<file path="src/rtl/qpsk_rx_frame_ctrl_if.sv">
// Byte stream from the QPSK frame controller to the deframer (valid/ready with frame markers).
interface qpsk_rx_frame_ctrl_if;
   logic [7:0] byte_o;
   logic       byte_valid;
   logic       byte_ready;
   logic       frame_start;
   logic       frame_end;

   modport master (output byte_o, byte_valid, frame_start, frame_end, input byte_ready);
   modport slave  (input byte_o, byte_valid, frame_start, frame_end, output byte_ready);
endinterface

</file>
<file path="src/rtl/qpsk_rx_frame_ctrl.sv">
// QPSK receive sequencer: decimates I/Q to the slicer, hunts the sync byte, packs payload bytes.
// Optional: define QPSK_CTRL_SYNC_INV_EN to also lock on the inverted sync word (180 deg ambiguity).
module qpsk_rx_frame_ctrl #(
   parameter int         SPS       = 8,
   parameter int         FRAME_LEN = 16,
   parameter logic [7:0] SYNC_WORD = 8'hB8
) (
   input  logic                    clk,
   input  logic                    rst,
   input  logic [$clog2(SPS)-1:0]  sample_phase,
   input  logic                    in_valid,
   input  logic signed [15:0]      in_i,
   input  logic signed [15:0]      in_q,
   output logic signed [15:0]      slc_i,
   output logic signed [15:0]      slc_q,
   input  logic [1:0]              slc_sym,
   qpsk_rx_frame_ctrl_if.master    byte_if,
   output logic                    locked,
   output logic                    overflow
);
   localparam int              PW         = $clog2(SPS);
   localparam logic [PW-1:0]   PH_MAX     = PW'(SPS - 1);
   localparam logic [7:0]      LAST_IDX   = 8'(FRAME_LEN - 1);
   localparam logic [0:0]      ST_HUNT    = 1'b0;
   localparam logic [0:0]      ST_PAYLOAD = 1'b1;

   logic [PW-1:0] phase_eff;
   logic [PW-1:0] cnt_reg;
   logic          strobe;
   logic [1:0]    sym_pipe_reg;
   logic          sym_ev;
   logic [1:0]    sym_eff;
   logic [0:0]    state_reg;
   logic [7:0]    sh_reg;
   logic [7:0]    sh_shift;
   logic [1:0]    sib_reg;
   logic [7:0]    byte_cnt_reg;
   logic          sync_hit;
   logic          byte_done;
   logic          last_byte;
   logic          out_busy;
   logic [7:0]    byte_reg;
   logic          valid_reg;
   logic          start_reg;
   logic          end_reg;
   logic          overflow_reg;

   // Out-of-range phase settings clamp to the last sample of the symbol.
   assign phase_eff = (32'(sample_phase) >= SPS) ? PH_MAX : sample_phase;
   assign strobe    = in_valid && (cnt_reg == phase_eff);
   assign sym_ev    = sym_pipe_reg[1];

`ifdef QPSK_CTRL_SYNC_INV_EN
   logic inv_reg;
   logic sync_inv_hit;
   assign sym_eff      = slc_sym ^ {2{inv_reg}};
   assign sync_inv_hit = (sh_shift == ~SYNC_WORD);
`else
   assign sym_eff = slc_sym;
`endif

   assign sh_shift  = {sh_reg[5:0], sym_eff};
   assign sync_hit  = (sh_shift == SYNC_WORD);
   assign last_byte = (byte_cnt_reg == LAST_IDX);
   assign byte_done = sym_ev && (state_reg == ST_PAYLOAD) && (sib_reg == 2'd3);
   assign out_busy  = valid_reg && !byte_if.byte_ready;

   always_ff @(posedge clk or posedge rst) begin
      if (rst) begin
         cnt_reg      <= '0;
         slc_i        <= '0;
         slc_q        <= '0;
         sym_pipe_reg <= '0;
      end else begin
         if (in_valid)
            cnt_reg <= (cnt_reg == PH_MAX) ? '0 : cnt_reg + 1'b1;
         if (strobe) begin
            slc_i <= in_i;
            slc_q <= in_q;
         end
         // The slicer registers its decision, so the symbol is ready two clocks after the strobe.
         sym_pipe_reg <= {sym_pipe_reg[0], strobe};
      end
   end

   always_ff @(posedge clk or posedge rst) begin
      if (rst) begin
         state_reg    <= ST_HUNT;
         sh_reg       <= '0;
         sib_reg      <= '0;
         byte_cnt_reg <= '0;
`ifdef QPSK_CTRL_SYNC_INV_EN
         inv_reg      <= 1'b0;
`endif
      end else if (sym_ev) begin
         case (state_reg)
            ST_HUNT: begin
               sh_reg <= sh_shift;
               if (sync_hit) begin
                  state_reg    <= ST_PAYLOAD;
                  sib_reg      <= '0;
                  byte_cnt_reg <= '0;
               end
`ifdef QPSK_CTRL_SYNC_INV_EN
               else if (sync_inv_hit) begin
                  state_reg    <= ST_PAYLOAD;
                  sib_reg      <= '0;
                  byte_cnt_reg <= '0;
                  inv_reg      <= 1'b1;
               end
`endif
            end
            ST_PAYLOAD: begin
               sh_reg  <= sh_shift;
               sib_reg <= sib_reg + 2'd1;
               if (sib_reg == 2'd3) begin
                  if (last_byte) begin
                     state_reg    <= ST_HUNT;
                     sh_reg       <= '0;
                     byte_cnt_reg <= '0;
`ifdef QPSK_CTRL_SYNC_INV_EN
                     inv_reg      <= 1'b0;
`endif
                  end else begin
                     byte_cnt_reg <= byte_cnt_reg + 8'd1;
                  end
               end
            end
            default: state_reg <= ST_HUNT;
         endcase
      end
   end

   // A byte completing while the previous one is still stalled is dropped; the frame count still advances.
   always_ff @(posedge clk or posedge rst) begin
      if (rst) begin
         byte_reg     <= '0;
         valid_reg    <= 1'b0;
         start_reg    <= 1'b0;
         end_reg      <= 1'b0;
         overflow_reg <= 1'b0;
      end else if (byte_done && !out_busy) begin
         byte_reg  <= sh_shift;
         valid_reg <= 1'b1;
         start_reg <= (byte_cnt_reg == 8'd0);
         end_reg   <= last_byte;
      end else begin
         if (byte_done)
            overflow_reg <= 1'b1;
         if (valid_reg && byte_if.byte_ready)
            valid_reg <= 1'b0;
      end
   end

   assign byte_if.byte_o      = byte_reg;
   assign byte_if.byte_valid  = valid_reg;
   assign byte_if.frame_start = start_reg;
   assign byte_if.frame_end   = end_reg;
   assign locked              = (state_reg == ST_PAYLOAD);
   assign overflow            = overflow_reg;
endmodule
</file>
<file path="src/flat_wrapper.sv">
// flat-port wrapper written by rule: the top's interface ports become plain ports
module qpsk_rx_frame_ctrl_flat 
#(
   parameter int         SPS       = 8,
   parameter int         FRAME_LEN = 16,
   parameter logic [7:0] SYNC_WORD = 8'hB8
)
  (clk, rst, sample_phase, in_valid, in_i, in_q, slc_i, slc_q, slc_sym, locked, overflow, byte_if_byte_o, byte_if_byte_valid, byte_if_frame_start, byte_if_frame_end, byte_if_byte_ready);
  qpsk_rx_frame_ctrl_if byte_if_i ();
  input  logic clk;
  input  logic rst;
  input  logic [$clog2(SPS)-1:0] sample_phase;
  input  logic in_valid;
  input  logic signed [15:0] in_i;
  input  logic signed [15:0] in_q;
  output logic signed [15:0] slc_i;
  output logic signed [15:0] slc_q;
  input  logic [1:0] slc_sym;
  output logic locked;
  output logic overflow;
  output wire logic [$bits(byte_if_i.byte_o)-1:0] byte_if_byte_o;
  output wire logic [$bits(byte_if_i.byte_valid)-1:0] byte_if_byte_valid;
  output wire logic [$bits(byte_if_i.frame_start)-1:0] byte_if_frame_start;
  output wire logic [$bits(byte_if_i.frame_end)-1:0] byte_if_frame_end;
  input wire logic [$bits(byte_if_i.byte_ready)-1:0] byte_if_byte_ready;
  assign byte_if_byte_o = byte_if_i.byte_o;
  assign byte_if_byte_valid = byte_if_i.byte_valid;
  assign byte_if_frame_start = byte_if_i.frame_start;
  assign byte_if_frame_end = byte_if_i.frame_end;
  assign byte_if_i.byte_ready = byte_if_byte_ready;
  qpsk_rx_frame_ctrl #(.SPS(SPS), .FRAME_LEN(FRAME_LEN), .SYNC_WORD(SYNC_WORD)) u_core (.clk(clk), .rst(rst), .sample_phase(sample_phase), .in_valid(in_valid), .in_i(in_i), .in_q(in_q), .slc_i(slc_i), .slc_q(slc_q), .slc_sym(slc_sym), .byte_if(byte_if_i), .locked(locked), .overflow(overflow));
endmodule
</file>
<file path="config.mk">
export PLATFORM = sky130hd
export DESIGN_NAME = qpsk_rx_frame_ctrl_flat
export DESIGN_NICKNAME = d
export VERILOG_FILES = /design/src/rtl/qpsk_rx_frame_ctrl_if.sv /design/src/rtl/qpsk_rx_frame_ctrl.sv /design/src/flat_wrapper.sv
export SDC_FILE = /design/constraint.sdc
export NUM_CORES = 1
export LEC_CHECK = 0
export ABC_AREA = 1
export BUFFER_PORTS_ARGS = -buffer_cell sky130_fd_sc_hd__buf_4
export CAP_MARGIN = 20
export CORE_UTILIZATION = 35
export DETAILED_ROUTE_END_ITERATION = 12
export PLACE_DENSITY = 0.58
export SYNTH_ARGS = -nofsm -noshare
export SYNTH_HDL_FRONTEND = slang
export SYNTH_SLANG_ARGS = --single-unit
export TNS_END_PERCENT = 1
</file>
<file path="constraint.sdc">
create_clock -name clk -period 1.8 [get_ports clk]
set_input_delay 0.09 -clock clk [delete_from_list [all_inputs] [get_ports clk]]
set_output_delay 0.09 -clock clk [all_outputs]
set_load 0.005 [all_outputs]
</file>
==> metrics.csv, run 1 <==
stage,metric,value,unit
floorplanning,start_util,35.94,%
layout,drive_gt1_share,30.46,%
detailed_routing,drc,0,
floorplanning,die_area,0.009294,mm2
power,p_leak,2.337,nW
yosys,synthAdderAreaFrac,2.006,%
timing,final_hold_viol_count,0,
critical_path,crit_path_end_kind,register,
global_routing,grt.total_usage,15.79,%
global_routing,grt-ovfl-total,0,
power,p_switching,1.840,mW
yosys,synth-main-ff-cell,dfrtp_1,
global_routing,grt_max_degree,67,
power,p_sw_share,32.52,%
detailed_routing,routed_wl,6574,um
clocking,cts_root_buf,clkbuf_8,
timing,max_freq,634.7,MHz
power,vdd_drop_max,0.0005642,V
timing,post-route-min-period,1.576,ns
floorplanning,ios,86,
timing,drv_slew,0,
clocking,htreeDepth,3,
power,total_power,5.658,mW
layout,syn_to_final_growth,40.39,%
power,p_per_area,1292,mW/mm2
power,p_comb_share,35.1,%
min_path,hold_path.class,input port to register,
yosys,synth_xor_area_share,0.5616,%
yosys,ys_seq_elements,66,
global_routing,antenna_found_initial,0,
yosys,synth_warnings,0,
yosys,syn_nets,394,
detailed_routing,via_count,2562,
yosys,synth-edff-count,0,
critical_path,path_class,register to register,
critical_path,crit_arrival,1.78,ns
yosys,synth_cells,348,
power,p_clk_share,21.8,%
power,internal-power,3.818,mW
timing,period_share,87.53,%
detailed_routing,viasPerCell,4.387,
detailed_routing,drt-initial-drc-count,119,
timing,setup_violations,0,
min_path,hold_start,in_i[11],
layout,diodes,0,
clocking,numClockSinks,66,
clocking,insertion_delay,0.34,ns
yosys,synth_top_family_by_area,simple AND/OR/NAND/NOR gates,
layout,fin_nets,517,
status,status,completed,
place,dp_hpwl,4403,um
clocking,cts_buffer_depth,2,
critical_path,timing.rr.start,u_core.byte_cnt_reg[0],
detailed_routing,dr.pass1.iters,4,
timing,finalSetupTns,0,ns
yosys,ys_seq_area_share,52.95,%
critical_path,worst_setup_path_start_kind,register,
layout,largestRegisters,"u_core.slc_i: 16 flops, u_core.slc_q: 16 flops",
clocking,cts_tree,built,
critical_path,required,2.01,ns
global_routing,first_global_vias,2495,
detailed_routing,ant_nets,0,
critical_path,r2r_setup_slack,0.22,ns
timing,slew-limit-headroom,72.35,%
floorplanning,coreArea,0.008678,mm2
critical_path,path_max_fanout,7,
timing,rsz0062_at_grt,false,
detailed_routing,wl_per_cell,11.26,um
floorplanning,fp.dieW,96.41,um
timing,hold_ws,0.01871,ns
yosys,postSynthAreaPerCell,8.963,um2
yosys,synth_area,0.003119,mm2
yosys,async_reset_ff_share,100.0,%
yosys,synth_mux_area_share,0.3610,%
timing,tightest_slew,0.4117,ns
critical_path,startpoint,u_core.byte_cnt_reg[0],
floorplanning,fp.dieH,96.41,um
flow_run,drv_cap,0,
power,pwr-share-seq,43.1,%
floorplanning,rows,34,
place,routabilityCongestion,0.7890,
yosys,yosys.area_share.simple,22.22,%
layout,utilization,50.46,%
yosys,synth_compound_area_share,11.47,%
timing,skew,0.01329,ns
clocking,path_clk_slew,0.07,ns
yosys,synth_cell_types,34,
clocking,cts_made_buffers,9,
global_routing,grt_pass1_wl,11210,um
place,io_buffer_count,85,
-- synth_stat cells, drive strengths merged (3+ instances only) --
cell	n	share of area (%)
o21ai	37	8.8
a21oi	7	1.5
nand2	123	15
dfrtp	66	53
nor3	3	0.48
buf	10	3.7
nor2	21	3.2
inv	54	6.6
nand3	11	1.9
ha	5	2.0
-- power by group through the flow --
stage,Sequential (mW),Combinational [mW],Clock (mW)
2_1_floorplan,2.42,1.08,0
3_3_place_gp,2.43,1.91,0
3_5_place_dp,2.46,1.95,0
4_1_cts,2.44,2.01,1.28
5_1_grt,2.52,2.28,1.35
6_report,2.44,1.99,1.23
-- worst paths after layout --
path	endpoint	depth (start not counted)
worst max-delay path	u_core.sh_reg[1]	4
worst min-delay path	u_core.slc_i[11]	3
worst max register to register	u_core.sh_reg[1]	4
worst min register to register	u_core.sym_pipe_reg[1]	0
max in group asynchronous	u_core.sib_reg[0]	4
min in group asynchronous	u_core.sh_reg[5]	4
-- placed cells by master (no fill, tap or decap), drive strengths merged --
master	n
o22ai	1
a31o	1
xnor2	1
mux2	1
buf	89
o21bai	1
nor4	1
dlygate4sd3	34
o21ai	37
clkinv	2
dfrtp	66
nand3b	1
inv	54
nor3	3
nand4	1
a21oi	7
xor2	1
ha	5
bufinv	1
clkbuf	12
clkinvlp	1
nand3	11
nor2	21
nand2	123
o31ai	1
-- per-stage QoR --
step,instances,worst slack (ns),instance area [um2]
floorplan,348,0.05519,3119
global placement,534,0.3326,3842
detailed placement,534,0.2139,3842
CTS,584,0.2033,4379
global route,584,0.06230,4379
finish,584,0.2245,4379
-- area by class of cell --
type                       instances  area, um2
clock buffer                      12      145.1
tap                              108      135.1
clock inverter                     4      51.30
timing repair buffer             123       1046
multi-input combinational        217       1145
inverter                          54      205.2
sequential                        66       1652
fill                             837       4299
-- critical path, stage by stage (launching register included) --
cell and delay, ns:
dfrtp_1 0.45, ha_1 0.30, nand3_1 0.19, nor4_4 0.42, a21oi_1 0.09
-- cells by family after synthesis --
kind of cell | count (synthesis)
mux | 1
buf+inv | 65
fa+ha+maj | 5
flops | 66
compound gates | 48
simple gates | 161
xor+xnor | 2
-- routing by layer --
layer	global-route usage [%]	vias to the layer above	part of all wire (%)
li1	-	1311	-
met1	19.75	1158	46
met2	25.24	87	46
met3	5.947	6	7.5
met4	5.147	0	0.84
met5	0	-	0
-- timing repair --
action | CTS | global route
resized for setup | 0 | 0
hold endpoints to repair | 100 | 0
buffers inserted | 0 | 0
hold buffers | 34 | 0
Power figures use the tool's default switching activity.
==> run 2, diff against run 1 <==
--- a/config.mk
+++ b/config.mk
@@ -5,12 +5,11 @@
 export SDC_FILE = /design/constraint.sdc
 export NUM_CORES = 1
 export LEC_CHECK = 0
-export ABC_AREA = 1
 export BUFFER_PORTS_ARGS = -buffer_cell sky130_fd_sc_hd__buf_4
 export CAP_MARGIN = 20
 export CORE_UTILIZATION = 35
 export DETAILED_ROUTE_END_ITERATION = 12
-export PLACE_DENSITY = 0.58
+export PLACE_DENSITY = 0.6
 export SYNTH_ARGS = -nofsm -noshare
 export SYNTH_HDL_FRONTEND = slang
 export SYNTH_SLANG_ARGS = --single-unit
==> run 2 against run 1 <==
Effect of this change:
- first-iteration DRC count down 38%
- clock-buffer cell count down 1
- combinational power up 3%
- routed wire length down 7.8%
- register-to-register slack worse by 0.18 ns
- non-clock buffer count up 5
- global-route usage up 0.24 points
- power up 5.5%
- critical path type is now input port to register
- critical endpoint is now u_core.byte_cnt_reg[7]
- largest cell class unchanged
==> metrics.csv, run 2 <==
stage,metric,value,unit,change
yosys,synth-main-ff-cell,dfrtp_1,,unchanged
flow_run,drv_cap,0,,unchanged
place,routabilityCongestion,0.8315,,was 0.7890
power,p_leak,2.012,nW,was 2.337 nW
critical_path,critPathTopFamily,simple AND/OR/NAND/NOR gates,,unchanged
yosys,synth-edff-count,0,,unchanged
min_path,hold_path.class,input port to register,,unchanged
layout,fillCellCount,645,,was 837
detailed_routing,via_count,2132,,"was 2,562"
timing,max_freq,564.4,MHz,was 634.7 MHz
timing,setup_violations,0,,unchanged
detailed_routing,wl_per_cell,13.18,um,was 11.26 um
detailed_routing,drc,0,,unchanged
floorplanning,fp.dieW,90.30,um,was 96.41 um
global_routing,grt-ovfl-total,0,,unchanged
layout,utilization,55.62,%,was 50.46%
place,dp_hpwl,3877,um,was 4403 um
yosys,synth.area.top_cells,"dfrtp_1 (61%), mux2_2 (14%), nand2_1 (5.4%), nand3_1 (2.4%), ha_1 (2.3%)",,"was dfrtp_1 (53%), nand2_1 (14%), o21ai_2 (6.7%), inv_1 (6.1%), nor2_1 (2.2%)"
critical_path,timing.rr.start,u_core.sh_reg[4],,was u_core.byte_cnt_reg[0]
place,io_buffer_count,85,,unchanged
timing,tightest_slew,0.3505,ns,was 0.4117 ns
yosys,yosysMostFrequentCell,dfrtp_1,,was nand2_1
floorplanning,coreArea,0.007408,mm2,was 0.008678 mm2
clocking,cts_tree,built,,unchanged
yosys,synth_area,0.002729,mm2,was 0.003119 mm2
global_routing,first_global_vias,2237,,"was 2,495"
timing,slew-limit-headroom,76.42,%,was 72.35%
critical_path,r2r_end,u_core.byte_cnt_reg[7],,was u_core.sh_reg[1]
critical_path,startpoint,slc_sym[0],,was u_core.byte_cnt_reg[0]
critical_path,crit_cells,6,,was 4
detailed_routing,drt-initial-drc-count,74,,was 119
global_routing,grt_max_degree,67,,unchanged
layout,mostFrequentLayoutCell,buf_4,,was nand2_1
layout,drive_gt1_share,40.72,%,was 30.46%
clocking,cts_buffer_depth,2,,unchanged
clocking,htreeDepth,3,,unchanged
critical_path,cpMaxStageDelayCell,dlygate4sd3_1,,was dfrtp_1
critical_path,reg2reg_depth,4,,unchanged
layout,seqCellArea,0.001652,mm2,unchanged
clocking,insertion_delay,0.34,ns,about the same
yosys,synth_top_area_share,60.52,%,was 52.95%
critical_path,cpPeakStageDelay,0.56,ns,was 0.45 ns
yosys,synth_cell_types,29,,was 34
floorplanning,fp.dieH,90.30,um,was 96.41 um
global_routing,antenna_found_initial,0,,unchanged
clocking,cts_made_buffers,9,,unchanged
critical_path,worst_setup_path_start_kind,input port,,was register
floorplanning,ios,86,,unchanged
critical_path,endpoint,u_core.byte_cnt_reg[7],,was u_core.sh_reg[1]
critical_path,path_max_fanout,5,,was 7
layout,diodes,0,,unchanged
yosys,synth_largest_area_cell,dfrtp_1,,unchanged
status,status,completed,,unchanged
detailed_routing,ant_nets,0,,unchanged
layout,multi_input_area,0.001020,mm2,was 0.001145 mm2
yosys,async_reset_ff_share,100.0,%,unchanged
clocking,cts_root_buf,clkbuf_8,,unchanged
timing,period_share,98.44,%,was 87.53%
timing,rsz0062_at_grt,true,,was false
power,vdd_drop_max,0.0007481,V,was 0.0005642 V
power,p_per_area,1449,mW/mm2,was 1292 mW/mm2
critical_path,required,2.02,ns,was 2.01 ns
yosys,ys_seq_area_share,60.52,%,was 52.95%
critical_path,crit_arrival,2.00,ns,was 1.78 ns
timing,final_hold_viol_count,0,,unchanged
layout,mostFrequentLayoutCells,"buf_4 (89), dfrtp_1 (66), nand2_1 (39), mux2_2 (35), dlygate4sd3_1 (34)",,"was nand2_1 (118), buf_4 (86), dfrtp_1 (66), inv_1 (50), dlygate4sd3_1 (34)"
critical_path,path_class,input port to register,,was register to register
timing,post-route-min-period,1.772,ns,was 1.576 ns
critical_path,crit_path_end_kind,register,,unchanged
layout,fin_nets,402,,was 517
yosys,ys_top_cells_by_count,"dfrtp_1 (66), nand2_1 (39), mux2_2 (35)",,"was nand2_1 (119), dfrtp_1 (66), inv_1 (51)"
clocking,postCtsSetupRepairBufs,0,,unchanged
timing,hold_ws,0.02932,ns,was 0.01871 ns
yosys,postSynthAreaPerCell,12.02,um2,was 8.963 um2
detailed_routing,viasPerCell,4.635,,was 4.387
detailed_routing,dr.pass1.iters,4,,unchanged
yosys,syn_nets,273,,was 394
global_routing,grt.total_usage,16.03,%,was 15.79%
layout,syn_to_final_growth,50.99,%,was 40.39%
floorplanning,die_area,0.008154,mm2,was 0.009294 mm2
layout,largestRegisters,"u_core.slc_i: 16 flops, u_core.slc_q: 16 flops",,unchanged
yosys,synth_warnings,0,,unchanged
critical_path,r2r_setup_slack,0.04,ns,was 0.22 ns
critical_path,critical_path.cell_chain,dlygate4sd3_1 -> buf_6 -> or4b_4 -> or4_4 -> o221ai_2 -> nand3_1,,was ha_1 -> nand3_1 -> nor4_4 -> a21oi_1
clocking,numClockSinks,66,,unchanged
timing,drv_slew,0,,unchanged
floorplanning,rows,31,,was 34
yosys,ys_seq_elements,66,,unchanged
yosys,synth_cells,227,,was 348
detailed_routing,routed_wl,6061,um,was 6574 um
timing,skew,0.006358,ns,was 0.01329 ns
critical_path,crit_buf_inv,2,,was 0
global_routing,grt_pass1_wl,10320,um,"was 11,210 um"
clocking,path_clk_slew,0.07,ns,about the same
floorplanning,start_util,36.83,%,was 35.94%
## run 2: kinds of logic (layout without fill, tap and decap cells)
logic type,count (synthesis),count (layout),synth area share (%)
AOI/OAI and AO/OA,20,20,4.677
xor gates and xnor gates,4,4,1.284
adders and majority gates,5,5,2.293
buffers and inverters,16,150,2.246
DFF,66,66,60.52
muxes,40,40,16.28
and+or+nand+nor,76,76,12.70
## run 2: layout make-up
type / instances / area share, %
well taps: 99 / 3.006
flip-flops and latches: 66 / 40.08
clock inverters: 5 / 1.883
repair buffers: 128 / 26.30
inverters: 6 / 0.5466
multi-input cells: 145 / 24.75
clock buffers: 11 / 3.432
## run 2: worst min path at each step
stage	start	to	cells after the start
floorplan	slc_sym[0]	u_core.byte_if.byte_o[0]	2
global placement	rst	u_core.slc_q[9]	3
detailed placement	rst	u_core.slc_q[9]	3
CTS	in_valid	u_core.cnt_reg[1]	2
global route	in_valid	u_core.cnt_reg[0]	2
finish	in_valid	u_core.cnt_reg[0]	2
## run 2: timing repair
action / 4_1_cts / 5_1_grt
pin swaps: 1 / 0
setup endpoints to repair: 1 / 1
hold buffers: 35 / 0
resized for setup: 0 / 4
cloned: 0 / 0
hold endpoints to repair: 100 / 0
## run 2: power by group
group	switching (mW)	internal [mW]
Sequential	0.430	2.12
Combinational	0.744	1.29
Clock	0.568	0.814
Total	1.74	4.23
## run 2: through the flow
| step | std cells | TNS [ns] | cell area [um2] | total power, mW | worst slack [ns] |
|---|---|---|---|---|---|
| global route | 460 | -0.01345 | 4120 | 6.410 | -0.01345 |
| finish | 460 | 0 | 4120 | 5.971 | 0.02814 |
| global placement | 409 | 0 | 3537 | 4.519 | 0.01395 |
| floorplan | 227 | 0 | 2729 | 3.554 | 0.03339 |
| detailed placement | 409 | -0.004231 | 3537 | 4.576 | -0.004231 |
| CTS | 460 | 0 | 4106 | 6.038 | 0.002850 |
## run 2: routing by layer
layer	vias to the layer above	global-route usage (%)	wire length, um
met3	8	7.239	457
met2	73	23.98	2769
met5	-	0	0
met1	1007	20.28	2743
met4	0	6.183	90
li1	1044	-	-
